==> src/rtl/hdd_resp_pkg.sv <==
// Shared definitions for the mapper-to-HDD request responder: FSM states,
// failure codes and the default sector size.
package hdd_resp_pkg;

    typedef enum logic [2:0] {
        ST_IDLE  = 3'd0,
        ST_CHECK = 3'd1,
        ST_ISSUE = 3'd2,
        ST_WAIT  = 3'd3,
        ST_NEXT  = 3'd4,
        ST_DONE  = 3'd5,
        ST_FAIL  = 3'd6
    } resp_state_e;

    localparam logic [3:0] ERR_NONE    = 4'd0;
    localparam logic [3:0] ERR_BOTH    = 4'd1;
    localparam logic [3:0] ERR_SEL     = 4'd2;
    localparam logic [3:0] ERR_ABSENT  = 4'd3;
    localparam logic [3:0] ERR_WP      = 4'd4;
    localparam logic [3:0] ERR_RANGE   = 4'd5;
    localparam logic [3:0] ERR_SECTOR  = 4'd6;
    localparam logic [3:0] ERR_TIMEOUT = 4'd7;

    localparam int unsigned SECTOR_SIZE = 512;

endpackage

==> src/rtl/hdd_req_validator.sv <==
// Combinational request admission check: decides whether a latched request
// fails (and why), completes trivially (zero count) or may proceed.
module hdd_req_validator #(
    parameter int unsigned MAX_HDDS = 2
) (
    input  logic                    rd,
    input  logic                    wr,
    input  logic [1:0]              select,
    input  logic [31:0]             lba,
    input  logic [15:0]             count,
    input  logic [MAX_HDDS-1:0]     present,
    input  logic [MAX_HDDS-1:0]     write_prot,
    input  logic [32*MAX_HDDS-1:0]  capacity,
    output logic                    fail,
    output logic                    zero_count,
    output logic [3:0]              err_code
);
    import hdd_resp_pkg::*;

    logic        sel_ok;
    logic        sel_present;
    logic        sel_wp;
    logic [31:0] sel_cap;
    logic [32:0] end_lba;

    // Per-drive lookup by loop so an out-of-range select never indexes past the vectors.
    always_comb begin
        sel_present = 1'b0;
        sel_wp      = 1'b0;
        sel_cap     = '0;
        for (int i = 0; i < MAX_HDDS; i++) begin
            if (select == 2'(i)) begin
                sel_present = present[i];
                sel_wp      = write_prot[i];
                sel_cap     = capacity[32*i +: 32];
            end
        end
    end

    assign sel_ok  = (32'(select) < MAX_HDDS);
    assign end_lba = {1'b0, lba} + {17'd0, count};

    // NOTE: every output gets a default first so no path can infer a latch.
    always_comb begin
        fail       = 1'b0;
        zero_count = 1'b0;
        err_code   = ERR_NONE;
        if (rd && wr) begin
            fail     = 1'b1;
            err_code = ERR_BOTH;
        end else if (!sel_ok) begin
            fail     = 1'b1;
            err_code = ERR_SEL;
        end else if (!sel_present) begin
            fail     = 1'b1;
            err_code = ERR_ABSENT;
        end else if (wr && sel_wp) begin
            fail     = 1'b1;
            err_code = ERR_WP;
        end else if (count == 16'd0) begin
            zero_count = 1'b1;
        end else if (end_lba > {1'b0, sel_cap}) begin
            fail     = 1'b1;
            err_code = ERR_RANGE;
        end
    end

endmodule

==> src/rtl/hdd_request_responder.sv <==
// Responder for multi-sector HDD requests: validates, then issues one sector
// command per LBA with per-sector retry and timeout, pulsing done/error at the end.
module hdd_request_responder #(
    parameter int unsigned MAX_HDDS       = 2,
    parameter int unsigned MAX_RETRY      = 3,
    parameter logic [23:0] TIMEOUT_CYCLES = 24'd10_000_000
) (
    input  logic                    clk,
    input  logic                    rst_n,
    input  logic [1:0]              hdd_select,
    input  logic [31:0]             hdd_lba,
    input  logic [15:0]             hdd_count,
    input  logic                    hdd_read,
    input  logic                    hdd_write,
    output logic                    hdd_ready,
    output logic                    hdd_done,
    output logic                    hdd_error,
    input  logic [MAX_HDDS-1:0]     hdd_present,
    input  logic [MAX_HDDS-1:0]     hdd_write_prot,
    input  logic [32*MAX_HDDS-1:0]  hdd_capacity,
    output logic                    sec_req,
    output logic                    sec_write,
    output logic                    sec_drive,
    output logic [31:0]             sec_lba,
    input  logic                    sec_ack,
    input  logic                    sec_done,
    input  logic                    sec_err,
    output logic [3:0]              err_code,
    output logic [31:0]             failed_lba,
    output logic [15:0]             sectors_done,
    output logic [2:0]              resp_state
);
    import hdd_resp_pkg::*;

    resp_state_e state_q, state_d;
    logic [1:0]  sel_q, sel_d;
    logic        rd_q, rd_d, wr_q, wr_d;
    logic [31:0] cur_lba_q, cur_lba_d;
    logic [15:0] remaining_q, remaining_d;
    logic [7:0]  retries_q, retries_d;
    logic [23:0] timer_q, timer_d;
    logic [15:0] sectors_done_q, sectors_done_d;
    logic [3:0]  err_code_q, err_code_d;
    logic [31:0] failed_lba_q, failed_lba_d;
    logic        ready_q, ready_d, done_q, done_d, error_q, error_d;
    logic        sec_req_q, sec_req_d, sec_write_q, sec_write_d, sec_drive_q, sec_drive_d;
    logic [31:0] sec_lba_q, sec_lba_d;

    logic        v_fail, v_zero;
    logic [3:0]  v_code;
    logic        timed_out;

    hdd_req_validator #(.MAX_HDDS(MAX_HDDS)) u_validator (
        .rd         (rd_q),
        .wr         (wr_q),
        .select     (sel_q),
        .lba        (cur_lba_q),
        .count      (remaining_q),
        .present    (hdd_present),
        .write_prot (hdd_write_prot),
        .capacity   (hdd_capacity),
        .fail       (v_fail),
        .zero_count (v_zero),
        .err_code   (v_code)
    );

    assign timed_out = (timer_q == TIMEOUT_CYCLES - 24'd1);

    always_comb begin
        state_d        = state_q;
        sel_d          = sel_q;
        rd_d           = rd_q;
        wr_d           = wr_q;
        cur_lba_d      = cur_lba_q;
        remaining_d    = remaining_q;
        retries_d      = retries_q;
        timer_d        = timer_q;
        sectors_done_d = sectors_done_q;
        err_code_d     = err_code_q;
        failed_lba_d   = failed_lba_q;
        sec_write_d    = sec_write_q;
        sec_drive_d    = sec_drive_q;
        sec_lba_d      = sec_lba_q;
        sec_req_d      = 1'b0;
        ready_d        = (state_q == ST_IDLE);
        // Pulses are registered off the state, landing one cycle after DONE/FAIL is entered.
        done_d         = (state_q == ST_DONE);
        error_d        = (state_q == ST_FAIL);

        case (state_q)
            ST_IDLE: begin
                if (hdd_read || hdd_write) begin
                    sel_d          = hdd_select;
                    rd_d           = hdd_read;
                    wr_d           = hdd_write;
                    cur_lba_d      = hdd_lba;
                    remaining_d    = hdd_count;
                    retries_d      = '0;
                    sectors_done_d = '0;
                    err_code_d     = ERR_NONE;
                    ready_d        = 1'b0;
                    state_d        = ST_CHECK;
                end
            end
            ST_CHECK: begin
                if (v_fail) begin
                    err_code_d   = v_code;
                    failed_lba_d = cur_lba_q;
                    state_d      = ST_FAIL;
                end else if (v_zero) begin
                    state_d = ST_DONE;
                end else begin
                    state_d = ST_ISSUE;
                end
            end
            ST_ISSUE: begin
                // An ack only counts once the request is actually visible to the engine.
                if (sec_req_q && sec_ack) begin
                    timer_d = '0;
                    state_d = ST_WAIT;
                end else begin
                    sec_req_d   = 1'b1;
                    sec_lba_d   = cur_lba_q;
                    sec_drive_d = sel_q[0];
                    sec_write_d = wr_q;
                end
            end
            ST_WAIT: begin
                timer_d = timer_q + 24'd1;
                if (sec_err || timed_out) begin
                    if (retries_q < 8'(MAX_RETRY)) begin
                        retries_d = retries_q + 8'd1;
                        state_d   = ST_ISSUE;
                    end else begin
                        err_code_d   = sec_err ? ERR_SECTOR : ERR_TIMEOUT;
                        failed_lba_d = cur_lba_q;
                        state_d      = ST_FAIL;
                    end
                end else if (sec_done) begin
                    state_d = ST_NEXT;
                end
            end
            ST_NEXT: begin
                sectors_done_d = sectors_done_q + 16'd1;
                retries_d      = '0;
                if (remaining_q == 16'd1) begin
                    state_d = ST_DONE;
                end else begin
                    cur_lba_d   = cur_lba_q + 32'd1;
                    remaining_d = remaining_q - 16'd1;
                    state_d     = ST_ISSUE;
                end
            end
            ST_DONE: state_d = ST_IDLE;
            ST_FAIL: state_d = ST_IDLE;
            default: state_d = ST_IDLE;
        endcase
    end

    // NOTE: state is updated only with non-blocking assignments so every flop samples pre-edge values.
    always_ff @(posedge clk or negedge rst_n) begin
        if (!rst_n) begin
            state_q        <= ST_IDLE;
            sel_q          <= '0;
            rd_q           <= 1'b0;
            wr_q           <= 1'b0;
            cur_lba_q      <= '0;
            remaining_q    <= '0;
            retries_q      <= '0;
            timer_q        <= '0;
            sectors_done_q <= '0;
            err_code_q     <= ERR_NONE;
            failed_lba_q   <= '0;
            ready_q        <= 1'b1;
            done_q         <= 1'b0;
            error_q        <= 1'b0;
            sec_req_q      <= 1'b0;
            sec_write_q    <= 1'b0;
            sec_drive_q    <= 1'b0;
            sec_lba_q      <= '0;
        end else begin
            state_q        <= state_d;
            sel_q          <= sel_d;
            rd_q           <= rd_d;
            wr_q           <= wr_d;
            cur_lba_q      <= cur_lba_d;
            remaining_q    <= remaining_d;
            retries_q      <= retries_d;
            timer_q        <= timer_d;
            sectors_done_q <= sectors_done_d;
            err_code_q     <= err_code_d;
            failed_lba_q   <= failed_lba_d;
            ready_q        <= ready_d;
            done_q         <= done_d;
            error_q        <= error_d;
            sec_req_q      <= sec_req_d;
            sec_write_q    <= sec_write_d;
            sec_drive_q    <= sec_drive_d;
            sec_lba_q      <= sec_lba_d;
        end
    end

    assign hdd_ready    = ready_q;
    assign hdd_done     = done_q;
    assign hdd_error    = error_q;
    assign sec_req      = sec_req_q;
    assign sec_write    = sec_write_q;
    assign sec_drive    = sec_drive_q;
    assign sec_lba      = sec_lba_q;
    assign err_code     = err_code_q;
    assign failed_lba   = failed_lba_q;
    assign sectors_done = sectors_done_q;
    assign resp_state   = state_q;

endmodule
==> config.mk <==
export PLATFORM = sky130hd
export DESIGN_NAME = hdd_request_responder
export DESIGN_NICKNAME = d
export VERILOG_FILES = /design/src/rtl/hdd_resp_pkg.sv /design/src/rtl/hdd_req_validator.sv /design/src/rtl/hdd_request_responder.sv
export SDC_FILE = /design/constraint.sdc
export NUM_CORES = 1
export LEC_CHECK = 0
export CORE_ASPECT_RATIO = 0.8
export CORE_MARGIN = 2
export CORE_UTILIZATION = 48
export CTS_BUF_LIST = sky130_fd_sc_hd__clkbuf_16
export DETAILED_ROUTE_END_ITERATION = 12
export PLACE_DENSITY = 0.84
export SLEW_MARGIN = 40
export SYNTH_ARGS = -nofsm -noshare
export SYNTH_HDL_FRONTEND = slang
export SYNTH_SLANG_ARGS = --single-unit
==> constraint.sdc <==
create_clock -name clk -period 5.2 [get_ports clk]
set_clock_uncertainty 0.15 [all_clocks]
set_input_delay 1.04 -clock clk [delete_from_list [all_inputs] [get_ports clk]]
set_output_delay 1.04 -clock clk [all_outputs]
set_load 0.02 [all_outputs]
## Word-level counts from Yosys, hierarchy flattened

Cells that the tools add are included.

- Output and inout port bits: 93
- Register bits after elaboration: 177
- Logic and storage cells: 127
- Input port bits: 125

- Reduce and logical (&&, ||, !) cells: 22
- Equality and inequality tests: 17
- Multiplexer cells: 60
- Bitwise operators: 1
- $lt $le $gt $ge: 3
- Add/sub/neg operators: 6

Operators with widths:

| operator | number |
|---|---|
| 2-to-1 mux 32 bit | 7 |
| one-hot mux 32 bit (2 select lines) | 2 |
| one-hot mux 16 bit (2 select lines) | 2 |
| 2-to-1 mux 16 bit | 3 |
| one-hot mux 24 bit (2 select lines) | 1 |
| 2-to-1 mux 4 bit | 9 |
| adder 32 x 16 -> 33 bit | 1 |
| greater-than comparator 33 x 32 -> 1 bit | 1 |
| adder 32 x 1 -> 32 bit, second input constant | 1 |
| 2-to-1 mux 3 bit | 9 |
| adder 24 x 1 -> 24 bit, second input constant | 1 |
| == test 24 bit, second input constant | 1 |
| 2-to-1 mux 24 bit | 1 |
| 2-to-1 mux 8 bit | 3 |
| one-hot mux 8 bit (3 select lines) | 1 |
| 2-to-1 mux 1 bit | 20 |
| adder 16 x 1 -> 16 bit, second input constant | 1 |
| == test 16 x 1 -> 1 bit, second input constant | 1 |
| logical NOT 16 bit | 1 |
| subtractor 16 x 1 -> 16 bit, second input constant | 1 |
| one-hot mux 3 bit (5 select lines) | 1 |
| one-hot mux 4 bit (3 select lines) | 1 |
| inequality test 2 bit, second input constant | 5 |
| == test 3 bit, second input constant | 3 |
| other kinds (19) | 32 |

## Depth between registers and ports, before layout

Gate-level depths: netlist (run 1).

- Word-level depth: 12
- Mapped depth: 20
- Depth with buffers taken out: 19

## Hierarchy

From an unflattened synthesis (run 1), not the netlist that was laid out.

- Cell total of the unflattened synthesis: 1200
- Area, all modules: 11220.8 um2

Modules (own cells, without submodules):

| module | cells each | sequential area each (um2) | times used | area each (um2) |
|---|---|---|---|---|
| hdd_request_responder | 868 | 4430.5 | 1 | 8699.6 |
| hdd_req_validator | 332 | 0.0 | 1 | 2521.2 |

## Worst setup path after synthesis (run 1)

OpenSTA, ideal clock, no wires.

- Path type: reg2reg
- Start point: register cur_lba_q[0]
- End point: register failed_lba_q[10], in the netlist failed_lba[10]
- Clock period less this slack: 4.843 ns
- Library setup time: 0.125 ns
- Arrival: 4.568 ns
- Buffers on the path: 1
- Path slack: 0.357 ns
- Stages on the path, launching flop included: 19
- Required time: 4.925 ns
- Cell sequence: dfrtp_1 ha_1 fa_1 a21o_1 a2111oi_2 nor2_1 a31oi_2 nor3_1 xor2_1 ha_1 a21o_1 a21o_1 a2111oi_0 nand4_1 o21ai_2 nand3_4 a21oi_4 buf_6 mux2_4

- Cells in the longest elaborated chain, start to end: 10

RTL lines:

| what | line | text |
|---|---|---|
| start: declaration | hdd_request_responder.sv:38 | `logic [31:0] cur_lba_q, cur_lba_d;` |
| start signal: assignment | hdd_request_responder.sv:186 | `cur_lba_q <= cur_lba_d;` |
| adder 32 x 16 -> 33 bit | hdd_req_validator.sv:41 | `assign end_lba = {1'b0, lba} + {17'd0, count};` |
| greater-than comparator 33 x 32 -> 1 bit | hdd_req_validator.sv:62 | `end else if (end_lba > {1'b0, sel_cap}) begin` |
| 2-to-1 mux 1 bit | hdd_req_validator.sv:62 |  |
| 2-to-1 mux 1 bit | hdd_req_validator.sv:60 | `end else if (count == 16'd0) begin` |
| 2-to-1 mux 1 bit | hdd_req_validator.sv:57 | `end else if (wr && sel_wp) begin` |
| 2-to-1 mux 1 bit | hdd_req_validator.sv:54 | `end else if (!sel_present) begin` |
| 2-to-1 mux 1 bit | hdd_req_validator.sv:51 | `end else if (!sel_ok) begin` |
| 2-to-1 mux 1 bit | hdd_req_validator.sv:48 | `if (rd && wr) begin` |
| inequality test 2 x 1 -> 1 bit (no source line) | - |  |
| AND reduction 4 bit (no source line) | - |  |
| end signal: assignment | hdd_request_responder.sv:192 | `failed_lba_q <= failed_lba_d;` |
| end: declaration | hdd_request_responder.sv:44 | `logic [31:0] failed_lba_q, failed_lba_d;` |

Every way passes these cells.
A chain may end at the register's enable or synchronous reset.

## Final worst setup path (run 1)

- Start point: register cur_lba_q[8]
- End point: register failed_lba_q[1], in the netlist failed_lba[1]

Same word-level chain as after synthesis.

==> flow_summary.ini, run 1 <==
[die]
rows = 49
initial_core_util = 0.485
core_area_um2 = 22300
io_pins = 218
dieArea_um2 = 23700
die_y_um = 138
die_w_um = 172

[routing]
dr.pass1.iters = 5
drtIter0Drc = 1067
drt-total-wl_um = 32800
vias = 10300
ant_nets = 0
drcViolationCount = 0
wire_per_inst_um = 19.0
avgViaCountPerCell = 5.96

[placement]
numPortBuffers = 216
globalplace.congestion = 0.939
placed_cells = 1690
hpwl_um = 23800

[power_and_ir_drop]
p_sw_uw = 4340
p_comb_frac = 0.589
p_seq_frac = 0.281
p_leak_uw = 0.00604
power_density_nw_per_um2 = 672
clkPwrFrac = 0.130
switching_share = 0.465
peakVddDrop_mv = 0.363
power.internal_uw = 5000

[critical_path]
reg2reg_from = cur_lba_q[8]
path_max_fanout = 8
end_kind = flop
crit_type = reg -> reg
critPathLaunchType = flop
cp_slowest_cell = dfrtp_1
crit_start = cur_lba_q[8]
path_common_cell = a21o_1
critPathBufInv = 2
crit_required_ns = 5.38
cpPeakStageDelay_ns = 0.44
arrival_ns = 5.16
path_cells = ha_1, a21o_1, a21o_1, a21oi_1, o21ai_0, a221o_1, a21oi_4, nor3_1, xor2_1, ha_1, a21o_1, a21o_1, a2111oi_1, nand4_1, o21ai_2, nand3_4, a21oi_4, buf_12, buf_12, mux2_2
path_delay_family = compound AO/OA/AOI/OAI gates

[global_route]
grt_overflow = 0
grt_pass1_wl_um = 51900
grt_max_degree = 116
met1_usage = 0.377
antenna_found_initial = 0
grt_usage = 0.276
grt_pass1_vias = 9792
groute.layer.met3.usage = 0.0467
grt-busiest-layer = met2
grtUsageMet2 = 0.450

[sta]
fmax_mhz = 201
relSlewSlack = 0.476
period_needed_ns = 4.98
tightest_slew_ns = 0.783
setup_viol = 0
period_share = 0.958
slew_violations = 0
hold_violations = 0

[clock_tree]
h-tree-depth = 4
cts_sinks = 176
insertion_delay_ns = 0.44
ctsHoldBuffers = 0
cts_tree = done
cts-root-buf = clkbuf_16
clock_path_buffers = 2
cts_buffers = 17
clk_pin_slew_ns = 0.07

[final_layout]
multiInputGateArea_um2 = 6040
mostFrequentLayoutCell = clkdlybuf4s50_1
mostFrequentLayoutCells = clkdlybuf4s50_1 (215), nand2_1 (189), dfrtp_1 (173)
seq_area_um2 = 4410
syn_to_final_growth_pct = 28.8
finalCoreUtilization = 0.625
fin_nets = 1588
diodes = 0
drive_above_1_share = 0.103
fill_cells = 1840
fin_cells = 1727

[yosys]
synth.avg_cell_area_um2 = 8.93
syn_area_um2 = 10800
yosys_warnings = 0
ys_seq_area_frac = 0.408
ys_dominant_reg_cell = dfrtp_1
synth_cells = 1209
async_reset_ff_frac = 1.00
synth.area.top_cells = dfrtp_1 (41%), nand2_1 (6.6%), ha_1 (6.3%)
synth-seq-cells = 176
synth_top_area_share = 0.406
yosysUniqueCellTypes = 73
synth-edff-count = 0
synth_top_cell_by_area = dfrtp_1
synth_fp_nets = 1389

[status]
status = finished, final reports clean

[run]
drv_cap = 0

[worst_hold_path]
hold_start = sec_write
hp-class = reg -> reg
[registers in the layout, summed over array words and instances (netlist names), 2 cells and up]
register      flops
cur_lba_q        32
err_code          3
failed_lba       32
remaining_q      16
resp_state        3
retries_q         8
sec_lba          32
sectors_done     16
sel_q             2
timer_q          24
[kinds of logic after synthesis]
logic type / count (synthesis) / synth area share
other: 1 / 0.000347
adders and majority gates: 55 / 0.0644
xor gates and xnor gates: 30 / 0.0243
muxes: 75 / 0.0841
and+or+nand+nor: 475 / 0.212
buffers and inverters: 86 / 0.0363
AOI/OAI and AO/OA: 311 / 0.170
DFF: 176 / 0.408
[cells in the mapped netlist, types with 13 or more instances]
library cell / number
dfrtp_1: 175
a21oi_1: 90
nand4_1: 27
nor2_1: 82
ha_1: 54
mux2_4: 30
nor4_1: 13
o21ai_0: 115
xor2_1: 18
mux2i_1: 39
o22ai_1: 16
or2_2: 33
nand3_1: 41
o31ai_1: 14
inv_1: 25
nand2_1: 190
and2_1: 14
a31oi_1: 15
clkbuf_1: 44
nor3_1: 25
[layout make-up]
type / count / area share
Inverter: 25 / 0.00675
Clock inverter: 15 / 0.00828
Sequential cell: 176 / 0.317
Clock buffer: 17 / 0.0306
Timing Repair Buffer: 241 / 0.175
Tap cell: 306 / 0.0275
Multi-Input combinational cell: 947 / 0.434
[stage by stage]
step / cell area, um2 / setup WS [ns] / hold slack [ns] / power (uW) / TNS [ns]
3_5_place_dp: 13200 / -0.0193 / 0.317 / 7890 / -0.0352
3_3_place_gp: 13200 / 0.169 / 0.308 / 7700 / 0
4_1_cts: 13800 / 0.0719 / 0.331 / 9140 / 0
6_report: 13900 / 0.216 / 0.331 / 9340 / 0
5_1_grt: 13900 / -0.0316 / 0.345 / 10000 / -0.327
2_1_floorplan: 10800 / 0.357 / 0.295 / 6050 / 0
[power groups by stage]
stage	Sequential [uW]	Clock [uW]	Combinational [uW]
after floorplan	2690	0	3360
after global placement	2590	0	5110
after detailed placement	2600	0	5290
after CTS	2590	1220	5330
after global routing	2680	1280	6040
final	2620	1210	5500
[metal layers]
layer | part of all wire | wire [um] | vias to the layer above
met5 | 0 | 0 | -
met4 | 0.027 | 894 | 0
met3 | 0.073 | 2390 | 85
met2 | 0.48 | 15600 | 543
met1 | 0.42 | 13900 | 4914
li1 | - | - | 4748
[worst paths after layout]
check / endpoint / slack [ns] / cells past startpoint
worst max-delay path: failed_lba[1] / 0.22 / 20
worst min-delay path: sec_write / 0.33 / 2
worst max register to register: failed_lba[1] / 0.22 / 20
worst min register to register: sec_write / 0.33 / 2
max in group asynchronous: remaining_q[1] / 3.38 / 3
min in group asynchronous: sec_lba[26] / 0.36 / 1
[repair_timing]
action | 4_1_cts | 5_1_grt
pin swaps | 0 | 3
gates resized for setup | 1 | 8
buffers inserted | 0 | 1
cloned | 0 | 3
endpoints found under the setup margin | 2 | 32
[worst register-to-register path, delay by kind of cell (launching register included)]
kind / cells / cell delay [ns]
compound gates: 11 / 2.51
fa+ha+maj: 2 / 0.60
flops: 1 / 0.44
simple gates: 3 / 0.38
mux: 1 / 0.35
buf+inv: 2 / 0.30
xor+xnor: 1 / 0.16
Note: power is estimated with default switching activity, not from simulation.
==> run 2, diff against run 1 <==
==> constraint.sdc (replaced) <==
create_clock -name clk -period 4.2 [get_ports clk]
set_clock_uncertainty 0.15 [all_clocks]
set_input_delay 0.84 -clock clk [delete_from_list [all_inputs] [get_ports clk]]
set_output_delay 0.84 -clock clk [all_outputs]
set_load 0.02 [all_outputs]
==> run 2 against run 1 <==
Effect of this change: the flow now finishes with violations (setup timing); wire length is 5.1% higher; sequential share of layout area is 1.9 points lower; cell area is 6.2% higher; critical endpoint is now failed_lba[12].
==> flow_summary.ini, run 2 (same netlist as run 1, synthesis figures left out) <==
[routing]
vias = 10700
ant_nets = 0
drt-total-wl_um = 34500
dr.pass1.iters = 5
drtIter0Drc = 1141
wire_per_inst_um = 19.0
avgViaCountPerCell = 5.88
drcViolationCount = 0

[critical_path]
cp_slowest_cell = dfrtp_1
crit_required_ns = 4.37
cpPeakStageDelay_ns = 0.39
r2r_cells = 21
path_common_cell = a21o_1
end_kind = flop
cp.depth = 21
critPathLaunchType = flop
path_delay_family = compound AO/OA/AOI/OAI gates
path_cells = ha_2, fa_2, a21o_1, a2111oi_4, o31ai_1, a21oi_1, o21ai_1, a21o_1, a21oi_2, xnor2_1, ha_1, nand4_1, nor4_2, and3_1, nor3_1, o21ai_2, nand3_4, a21oi_4, buf_12, clkbuf_16, mux2_4
critPathBufInv = 2
path_max_fanout = 10
crit_type = reg -> reg
arrival_ns = 4.92

[final_layout]
fin_cells = 1820
drive_above_1_share = 0.169
finalCoreUtilization = 0.664
fin_nets = 1680
mostFrequentLayoutCells = clkdlybuf4s50_1 (215), nand2_1 (188), dfrtp_1 (174)
mostFrequentLayoutCell = clkdlybuf4s50_1
syn_to_final_growth_pct = 36.8

[global_route]
grt_overflow = 0
grt_pass1_vias = 10200
grt_max_degree = 74
grt_pass1_wl_um = 53000
antenna_found_initial = 3
grt_usage = 0.283

[clock_tree]
h-tree-depth = 4
cts-root-buf = clkbuf_16
cts_sinks = 176
insertion_delay_ns = 0.44
clock_path_buffers = 2
cts_buffers = 17
cts_tree = done
clk_pin_slew_ns = 0.08

[sta]
period_needed_ns = 4.75
hold_slack_ns = 0.235
fin_ws_ns = -0.547
fmax_mhz = 211
setup_viol = 36
slew_violations = 0
hold_violations = 0
relSlewSlack = 0.517
rsz0062_at_grt = true
tightest_slew_ns = 0.718
period_share = 1.13

[power_and_ir_drop]
peakVddDrop_mv = 0.398
power.total_uw = 13000
p_leak_uw = 0.00653
power_density_nw_per_um2 = 878

[placement]
placed_cells = 1774
hpwl_um = 25200
globalplace.congestion = 0.910
numPortBuffers = 216

[die]
dieArea_um2 = 23700
core_area_um2 = 22300
initial_core_util = 0.485
io_pins = 218
die_y_um = 138
rows = 49
die_w_um = 172

[status]
status = finished with violations
violations = setup timing

[run]
drv_cap = 0

[worst_hold_path]
hp-class = in -> async
run 2: changes by cell type in the layout (fill, tap and decap cells not counted), moves of 2 or more:
cell / before / now
a21oi_2: 0 / 4
ha_1: 54 / 52
nor4_2: 1 / 3
mux2_2: 6 / 4
buf_4: 19 / 104
buf_12: 2 / 4
inv_8: 0 / 4
clkinv_1: 2 / 0
nor4_1: 13 / 11
a21oi_1: 89 / 85
buf_6: 1 / 8
mux2_4: 30 / 32
run 2: timing repair:
item	CTS	global route
pin swaps	2	6
hold buffers	0	0
setup endpoints to repair	36	36
resized for setup	14	17
setup buffers	5	9
cloned	0	2
run 2: area by class of cell:
class	count	area [um2]
Antenna cell	1	2.50
Clock buffer	17	425
Clock inverter	15	150
Fill cell	1768	7480
Inverter	25	93.8
Multi-Input combinational cell	947	6160
Sequential cell	176	4410
Tap cell	306	383
Timing Repair Buffer	333	3150
run 2: metrics by stage:
step	setup TNS [ns]	setup WS [ns]	cell area, um2
4_1_cts	-16.17	-0.516	14600
3_5_place_dp	-18.21	-0.583	13900
3_3_place_gp	-13.46	-0.441	13900
2_1_floorplan	-7.20	-0.234	10900
5_1_grt	-25.15	-0.732	14800
6_report	-18.47	-0.547	14800
run 2: where the power goes:
group / internal [uW] / switching [uW] / total [uW]
clock network: 838 / 762 / 1600
logic: 3930 / 4380 / 8310
registers: 2380 / 676 / 3050
run 2: per-layer routing:
| metal | wire (um) | share of wire | track usage |
|---|---|---|---|
| met5 | 22 | 0.00064 | 0 |
| met2 | 16400 | 0.48 | 0.464 |
| met1 | 14100 | 0.41 | 0.377 |
| met3 | 3080 | 0.089 | 0.0604 |
| met4 | 910 | 0.026 | 0.0843 |
run 2: worst paths after layout:
check	slack, ns	startpoint	to
max	-0.55	cur_lba_q[0]	failed_lba[12]
min	0.24	rst_n	timer_q[19]
max reg2reg	-0.55	cur_lba_q[0]	failed_lba[12]
min reg2reg	0.33	sec_lba[26]	sec_lba[26]
max in group asynchronous	2.71	rst_n	failed_lba[13]
min in group clk	0.33	sec_lba[26]	sec_lba[26]
